==> config.mk <==
export PLATFORM = sky130hd
export DESIGN_NAME = mem_arbiter
export DESIGN_NICKNAME = d
export VERILOG_FILES = /design/src/rtl/mem_pkg.sv /design/src/rtl/mem_arb_ager.sv /design/src/rtl/mem_arbiter.sv
export SDC_FILE = /design/constraint.sdc
export NUM_CORES = 1
export LEC_CHECK = 0
export CAP_MARGIN = 10
export CORE_AREA = 3 3 111 113
export DETAILED_ROUTE_END_ITERATION = 7
export DIE_AREA = 0 0 114 116
export PLACE_DENSITY_LB_ADDON = 0.1
export RECOVER_POWER = 50
export SKIP_CTS_REPAIR_TIMING = 1
export SYNTH_ARGS = -nofsm -noshare
export SYNTH_HDL_FRONTEND = slang
export SYNTH_SLANG_ARGS = --single-unit
==> constraint.sdc <==
create_clock -name clk -period 1.85 [get_ports clk]
set_input_delay 0.37 -clock clk [delete_from_list [all_inputs] [get_ports clk]]
set_output_delay 0.37 -clock clk [all_outputs]
set_load 0.02 [all_outputs]
==> src/rtl/mem_pkg.sv <==
// Shared definitions for the two-port (fetch/data) single-port memory arbiter.
package mem_pkg;

  localparam int DATA_W_DEF       = 32;
  localparam int ADDR_W_DEF       = 32;
  localparam int STARVE_LIMIT_DEF = 4;

  localparam int PORT_I = 0;
  localparam int PORT_D = 1;

  typedef enum logic {
    PRI_D = 1'b0,
    PRI_I = 1'b1
  } arb_state_e;

  function automatic logic is_aligned(input logic [1:0] lsb);
    return (lsb == 2'b00);
  endfunction

endpackage

==> src/rtl/mem_arb_ager.sv <==
// Fetch-starvation ager: counts consecutive fetch denials and flips conflict
// priority to the fetch port once the limit is reached.
module mem_arb_ager
  import mem_pkg::*;
#(
  parameter int STARVE_LIMIT = STARVE_LIMIT_DEF
) (
  input  logic clk,
  input  logic rst,
  input  logic i_req,
  input  logic i_gnt,
  output logic o_fetch_priority
);

  localparam logic [3:0] LIMIT = 4'(STARVE_LIMIT);

  logic [3:0] r_cnt;
  logic [3:0] w_cnt_next;
  arb_state_e r_state;
  arb_state_e w_state_next;

  // State and age counter registers
  always_ff @(posedge clk) begin
    if (rst) begin
      r_cnt   <= 4'd0;
      r_state <= PRI_D;
    end else begin
      r_cnt   <= w_cnt_next;
      r_state <= w_state_next;
    end
  end

  // Next counter value and priority state
  always_comb begin
    w_cnt_next   = r_cnt;
    w_state_next = r_state;
    if (i_gnt) begin
      w_cnt_next = 4'd0;
    end else if (i_req && (r_cnt != LIMIT)) begin
      w_cnt_next = r_cnt + 4'd1;
    end else begin
      w_cnt_next = r_cnt;
    end
    case (r_state)
      PRI_D: begin
        if (w_cnt_next == LIMIT) begin
          w_state_next = PRI_I;
        end else begin
          w_state_next = PRI_D;
        end
      end
      PRI_I: begin
        if (i_gnt) begin
          w_state_next = PRI_D;
        end else begin
          w_state_next = PRI_I;
        end
      end
      default: w_state_next = PRI_D;
    endcase
  end

  assign o_fetch_priority = (r_state == PRI_I);

endmodule

==> src/rtl/mem_arbiter.sv <==
// Arbitrates a fetch port and a data port onto one single-port memory,
// one grant per cycle, with a registered one-cycle-later response.
module mem_arbiter
  import mem_pkg::*;
#(
  parameter int DATA_W       = DATA_W_DEF,
  parameter int ADDR_W       = ADDR_W_DEF,
  parameter int STARVE_LIMIT = STARVE_LIMIT_DEF
) (
  input  logic              clk,
  input  logic              rst,
  input  logic              i_req,
  input  logic [ADDR_W-1:0] i_addr,
  output logic              i_gnt,
  output logic              i_ack,
  output logic [DATA_W-1:0] i_rdata,
  output logic              i_err,
  input  logic              d_req,
  input  logic              d_we,
  input  logic [ADDR_W-1:0] d_addr,
  input  logic [DATA_W-1:0] d_wdata,
  output logic              d_gnt,
  output logic              d_ack,
  output logic [DATA_W-1:0] d_rdata,
  output logic              d_err,
  output logic [ADDR_W-1:0] mem_addr,
  output logic [DATA_W-1:0] mem_data_in,
  output logic              mem_we,
  input  logic [DATA_W-1:0] mem_data_out
);

  logic [1:0]        w_gnt;
  logic              w_fetch_pri;
  logic              w_i_ok;
  logic              w_d_ok;
  logic [ADDR_W-1:0] r_mem_addr;
  logic              r_i_ack;
  logic              r_d_ack;
  logic              r_i_err;
  logic              r_d_err;
  logic [DATA_W-1:0] r_i_rdata;
  logic [DATA_W-1:0] r_d_rdata;

  mem_arb_ager #(
    .STARVE_LIMIT(STARVE_LIMIT)
  ) u_ager (
    .clk             (clk),
    .rst             (rst),
    .i_req           (i_req),
    .i_gnt           (i_gnt),
    .o_fetch_priority(w_fetch_pri)
  );

  assign w_i_ok = is_aligned(i_addr[1:0]);
  assign w_d_ok = is_aligned(d_addr[1:0]);

  // Grant selection; ager priority only matters on a conflict
  always_comb begin
    w_gnt = 2'b00;
    if (rst) begin
      w_gnt = 2'b00;
    end else if (i_req && d_req) begin
      if (w_fetch_pri) begin
        w_gnt[PORT_I] = 1'b1;
      end else begin
        w_gnt[PORT_D] = 1'b1;
      end
    end else if (i_req) begin
      w_gnt[PORT_I] = 1'b1;
    end else if (d_req) begin
      w_gnt[PORT_D] = 1'b1;
    end else begin
      w_gnt = 2'b00;
    end
  end

  assign i_gnt = w_gnt[PORT_I];
  assign d_gnt = w_gnt[PORT_D];

  // Memory address follows the granted port, otherwise holds
  always_comb begin
    mem_addr = r_mem_addr;
    if (i_gnt) begin
      mem_addr = i_addr;
    end else if (d_gnt) begin
      mem_addr = d_addr;
    end else begin
      mem_addr = r_mem_addr;
    end
  end

  assign mem_we      = d_gnt & d_we & w_d_ok;
  assign mem_data_in = d_wdata;

  // Address hold register
  always_ff @(posedge clk) begin
    if (rst) begin
      r_mem_addr <= '0;
    end else begin
      r_mem_addr <= mem_addr;
    end
  end

  // Response registers: read data is the pre-write memory word seen at the grant edge
  always_ff @(posedge clk) begin
    if (rst) begin
      r_i_ack   <= 1'b0;
      r_d_ack   <= 1'b0;
      r_i_err   <= 1'b0;
      r_d_err   <= 1'b0;
      r_i_rdata <= '0;
      r_d_rdata <= '0;
    end else begin
      r_i_ack <= i_gnt;
      r_d_ack <= d_gnt;
      r_i_err <= i_gnt & ~w_i_ok;
      r_d_err <= d_gnt & ~w_d_ok;
      if (i_gnt) begin
        r_i_rdata <= w_i_ok ? mem_data_out : '0;
      end else begin
        r_i_rdata <= r_i_rdata;
      end
      if (d_gnt) begin
        r_d_rdata <= w_d_ok ? mem_data_out : '0;
      end else begin
        r_d_rdata <= r_d_rdata;
      end
    end
  end

  // An ack already registered when reset arrives is dropped in that cycle
  assign i_ack   = r_i_ack & ~rst;
  assign d_ack   = r_d_ack & ~rst;
  assign i_err   = r_i_err & ~rst;
  assign d_err   = r_d_err & ~rst;
  assign i_rdata = r_i_rdata;
  assign d_rdata = r_d_rdata;

endmodule

======== Word level (Yosys, flattened, before mapping) ========
Cells that the tools add are included.
operators by class
  reduce and logical (&&, ||, !) cells .... 4
  muxes and demuxes ....................... 16
  bitwise operators ....................... 12
  add/subtract/negate cells ............... 1
  equality and inequality tests ........... 2
operator list
  kind                 number
  $mux 32              4
  $and 1x1->1          8
  $mux 4               2
  $mux 1               7
  $add 4x1->4 const B  1
  $eq 4x3->1 const B   1
  $logic_not 2->1      2
  $mux 2               2
  $ne 4x3->1 const B   1
  $not 1->1            4
  $logic_and 1x1->1    2
  $pmux 1 s2           1
storage, ports and cells
  output and inout port bits .............. 135
  bits in registers ....................... 105
  input bits .............................. 133
  logic and storage cells ................. 44

======== Longest topological paths before layout ========
  depth in word-level cells ............... 8
  mapped depth ............................ 6
  depth with buffers taken out ............ 6

======== Cells and area by module ========
From an unflattened synthesis, not the netlist that was laid out.
second synthesis, totals
  cells, all modules ...................... 531
  area total of the unflattened synthesis .. 4643.2 µm²
modules (own cells, without submodules)
  module        seq. area each (µm²)  instances  area an instance (µm²)  cells each
  mem_arbiter   2001.9                1          4367.9                  499
  mem_arb_ager  100.1                 1          275.3                   32

======== Least setup slack after synthesis ========
Ideal clock, no wire load.
  path kind ............................... in2out
  from .................................... input port d_req
  to ...................................... output port mem_addr[23]
  buffers on the path ..................... 2
  data required time ...................... 1.480 ns
  arrival ................................. 1.562 ns
  stages on the path ...................... 6
  setup slack ............................. -0.082 ns
  path through ............................ a21boi_1 nor2b_1 buf_4 buf_4 mux2i_1 a21oi_1
on the way
  word-level cells in the longest chain between the ends .. 6
  elaborated cells between the ends (all ways) .. 7
  classes of those cells .................. 6 x mux; 1 x reduce/logical
ends and longest elaborated chain
  item             RTL line           text
  start, declared  mem_arbiter.sv:18  input logic d_req,
  $mux 1           mem_arbiter.sv:70  end else if (d_req) begin
  $mux 1           mem_arbiter.sv:68  end else if (i_req) begin
  $mux 2 *         mem_arbiter.sv:62  end else if (i_req && d_req) begin
  $mux 2 *         mem_arbiter.sv:60  if (rst) begin
  named net d_gnt  mem_arbiter.sv:22  output logic d_gnt,
  $mux 32 *        mem_arbiter.sv:85  end else if (d_gnt) begin
  $mux 32 *        mem_arbiter.sv:83  if (i_gnt) begin
  end, declared    mem_arbiter.sv:26  output logic [ADDR_W-1:0] mem_addr,
The timed path passes the listed nets; every way through them passes the cells marked *.

======== Final worst setup path ========
  from .................................... register u_ager.r_state (netlist: u_ager.o_fetch_priority)
  to ...................................... output port mem_addr[7]
on the way
  word-level cells in the longest chain between the ends .. 5
  elaborated cells between the ends (all ways) .. 6
  classes of those cells .................. 6 x mux
ends and longest elaborated chain
  item                    RTL line            text
  start, declared         mem_arb_ager.sv:19  arb_state_e r_state;
  start signal, assigned  mem_arb_ager.sv:29  r_state <= w_state_next;
  $mux 1                  mem_arbiter.sv:63   if (w_fetch_pri) begin
  $mux 2 *                mem_arbiter.sv:62
  $mux 2 *                mem_arbiter.sv:60
  $mux 32                 mem_arbiter.sv:85
  $mux 32 *               mem_arbiter.sv:83
Every way passes the cells marked *; elsewhere a longest branch is shown, timed or not.

==> metrics.csv <==
stage;metric;value;unit
setup_path;r2r-start;u_ager.o_fetch_priority$_SDFF_PP0_;
setup_path;worst-setup-path-type;reg -> out;
final_layout;area_growth;82.14;%
yosys;synthCells;407;
floorplanning;row_count;39;
placement;place_congestion;0.8191;
drt;drt-total-wl;13740;um
floorplanning;fp.dieH;116;um
final_layout;nFillCells;886;
setup_path;critPathTopFamily;buffers and inverters;
global_routing;track_usage;18.68;%
placement;hpwl;9113;um
sta;setup_slack;-0.4609;ns
clock_tree;ctsLongestPathBuffers;2;
sta;hold_viol_final;0;
setup_path;crit_path_max_incr_delay;0.33;ns
drt;num_vias;4054;
final_layout;antenna_cells;0;
yosys;synthesis.area;4195;um2
hold_path;holdCritStartpoint;rst;
sta;period_share;124.9;%
drt;dr.pass1.iters;4;
yosys;synth-edff-count;0;
sta;fin_crit;2.311;ns
final_layout;multi_input_area;2137;um2
clock_tree;worstSkewPairLatency;0.34;ns
drt;wl_per_cell;17.42;um
clock_tree;cts_num_sinks;105;
setup_path;start_kind;flip-flop;
setup_path;ff2ff_setup_slack;0;ns
yosys;seq_area_frac_synth;50.10;%
global_routing;grt_pass1_vias;4061;
setup_path;cp.arrival;1.94;ns
sta;worst_slew_pin_slew;0.3790;ns
yosys;synth_nets;542;
placement;io_buffers;203;
final_layout;regArea;2103;um2
yosys;synthFlopType;dfxtp_1;
setup_path;endpoint_kind;output port;
global_routing;grt_overflow;0;
pwr;p_leak;3.095;nW
floorplanning;die_w;114;um
clock_tree;cts-buffers-inserted;9;
final_layout;nNetsFinal;776;
drt;vias_per_cell;5.138;
floorplanning;pin_count;268;
setup_path;path_buf_inv;3;
final_layout;drive_gt1_share;31.11;%
outcome;status;complete, but fails checks;
yosys;syn_avg_cell_area;10.31;um2
sta;setup_violations;38;
hold_path;min_to;r_mem_addr[9]$_SDFF_PP0_;
yosys;yosysWarnings;0;
yosys;ys_seq_elements;105;
job;maxCapViolations;0;
setup_path;required;1.48;ns
pwr;power;5.599;mW
pwr;power_density;732.7;nW/um2
global_routing;grt_max_degree;34;
clock_tree;cts_max_level;3;
setup_path;crit_path_max_fanout;7;
hold_path;hold_depth;3;
yosys;async_flop_share;0;%
setup_path;reg2regPathDepth;9;
yosys;synth_cell_type_count;32;
placement;pre_cts_ws;-1.012;ns
clock_tree;cts_tree;yes;
setup_path;cp_slowest_cell;dfxtp_2;
floorplanning;die-area;13220;um2
hold_path;min-delay-path-class;in -> reg;
sta;slew_violations;0;
sta;fmax;432.7;MHz
clock_tree;path_clk_slew;0.07;ns
sta;rsz0062_at_grt;yes;
outcome;violations;negative setup slack;
global_routing;antenna_found_initial;0;
setup_path;reg2reg_to;i_rdata[20]$_SDFFE_PP0P_;
clock_tree;cts_root_buf;clkbuf_16;
pwr;ir_worst_vdd;582.6;uV
setup_path;worst-path-stages;7;
global_routing;grt_pass1_wl;20200;um
sta;relSlewSlack;74.73;%
floorplanning;start_util;36.74;%
floorplanning;core_area;11420;um2
setup_path;path_cells;a21boi_2 > nor2b_4 > buf_12 > clkbuf_16 > mux2i_2 > a21oi_2 > dlymetal6s2s_1;
drt;drt_iter0_markers;150;
sta;skew;0.008709;ns
drt;drc;0;
drt;antenna_left;0;
==> worst reg2reg max path, stage by stage, from the launching register on <==
cell and delay (ns):
dfxtp_2 0.34, buf_4 0.11, nand2b_4 0.11, nand3b_1 0.15
buf_12 0.20, buf_4 0.16, buf_4 0.13, nor3_2 0.18
buf_12 0.23, a22o_1 0.19
==> stage by stage <==
step | utilization (%) | TNS (ns) | std cells | hold slack, ns | instance area (um2)
floorplan | - | -1.416 | 407 | 0.4578 | 4239
CTS | 60.85 | -42.32 | 771 | 0.3957 | 6948
finish | 66.92 | -12.45 | 789 | 0.4100 | 7641
detailed placement | 58.15 | -71.08 | 755 | 0.4542 | 6640
global route | 66.92 | -17.70 | 789 | 0.4110 | 7641
global placement | 58.15 | -70.73 | 755 | 0.4553 | 6640
==> registers in the layout, indices dropped and copies added (netlist names) <==
name / flops
d_rdata: 32
i_rdata: 32
r_mem_addr: 32
u_ager.r_cnt: 4
r_d_ack: 1
r_d_err: 1
r_i_ack: 1
r_i_err: 1
u_ager.o_fetch_priority: 1
==> area by class of cell <==
| class | count | area share, % |
|---|---|---|
| inverters | 5 | 0.2784 |
| clock buffers | 9 | 2.947 |
| well taps | 143 | 2.342 |
| flip-flops and latches | 105 | 27.53 |
| multi-input cells | 232 | 27.97 |
| clock inverters | 7 | 1.081 |
| repair buffers | 288 | 37.86 |
==> synth_stat cells, types with 2 or more instances <==
cell / count / area share [%]
and2_1: 2 / 0.30
a22o_1: 64 / 13
buf_1: 3 / 0.27
nor2b_1: 6 / 0.89
nand2_1: 3 / 0.27
buf_2: 6 / 0.72
a211oi_1: 32 / 5.7
nor2_1: 37 / 3.3
nor3_1: 2 / 0.24
nand3b_1: 2 / 0.36
buf_4: 39 / 7.0
o2111ai_1: 2 / 0.42
dfxtp_1: 105 / 50
a21oi_1: 33 / 3.9
inv_1: 5 / 0.45
mux2i_1: 33 / 7.9
ha_1: 2 / 0.60
clkbuf_1: 17 / 1.5
==> placed cells by master, fill, tap and decap left out, types with 6 or more instances in the layout <==
cell type and count:
dlymetal6s2s_1 10, clkbuf_16 14, mux2i_4 20, a21oi_2 19, a21oi_1 12, buf_6 22
clkdlybuf4s50_1 164, a211oi_1 32, nor2_1 26, buf_2 7, mux2i_2 10, dfxtp_1 104
nor2_2 6, a22o_1 64, buf_12 9, buf_4 69
==> how the worst max path moves through the flow <==
stage	slack (ns)	to	startpoint
floorplan	-0.08	mem_addr[23]	d_req
global placement	-1.0	mem_addr[27]	d_req
detailed placement	-1.01	mem_addr[4]	d_req
CTS	-1.03	mem_addr[4]	d_req
global route	-0.53	mem_addr[30]	u_ager.o_fetch_priority$_SDFF_PP0_
finish	-0.46	mem_addr[7]	u_ager.o_fetch_priority$_SDFF_PP0_
==> kinds of logic (layout without fill, tap and decap cells) <==
family | Yosys count | count (layout) | share of synthesized area [%]
buf+inv | 70 | 309 | 9.931
compound gates | 138 | 138 | 24.69
fa+ha+maj | 2 | 2 | 0.5964
xor+xnor | 1 | 1 | 0.2088
simple gates | 58 | 58 | 6.591
mux | 33 | 33 | 7.874
flops | 105 | 105 | 50.10
==> layer usage <==
metal	vias up	track usage (%)	part of all wire (%)	wire length [um]
met5	-	0	0	0
met4	0	5.859	1.5	209
met3	20	6.057	10	1377
met2	178	30.72	46	6347
met1	1926	23.35	42	5808
li1	1930	-	-	-
==> where the power goes <==
part,total [mW],internal [mW],switching [mW]
registers,2.40,2.35,0.0542
logic,1.25,0.710,0.536
clock network,1.95,1.08,0.874
No activity file was read; power rests on OpenSTA's default activity.
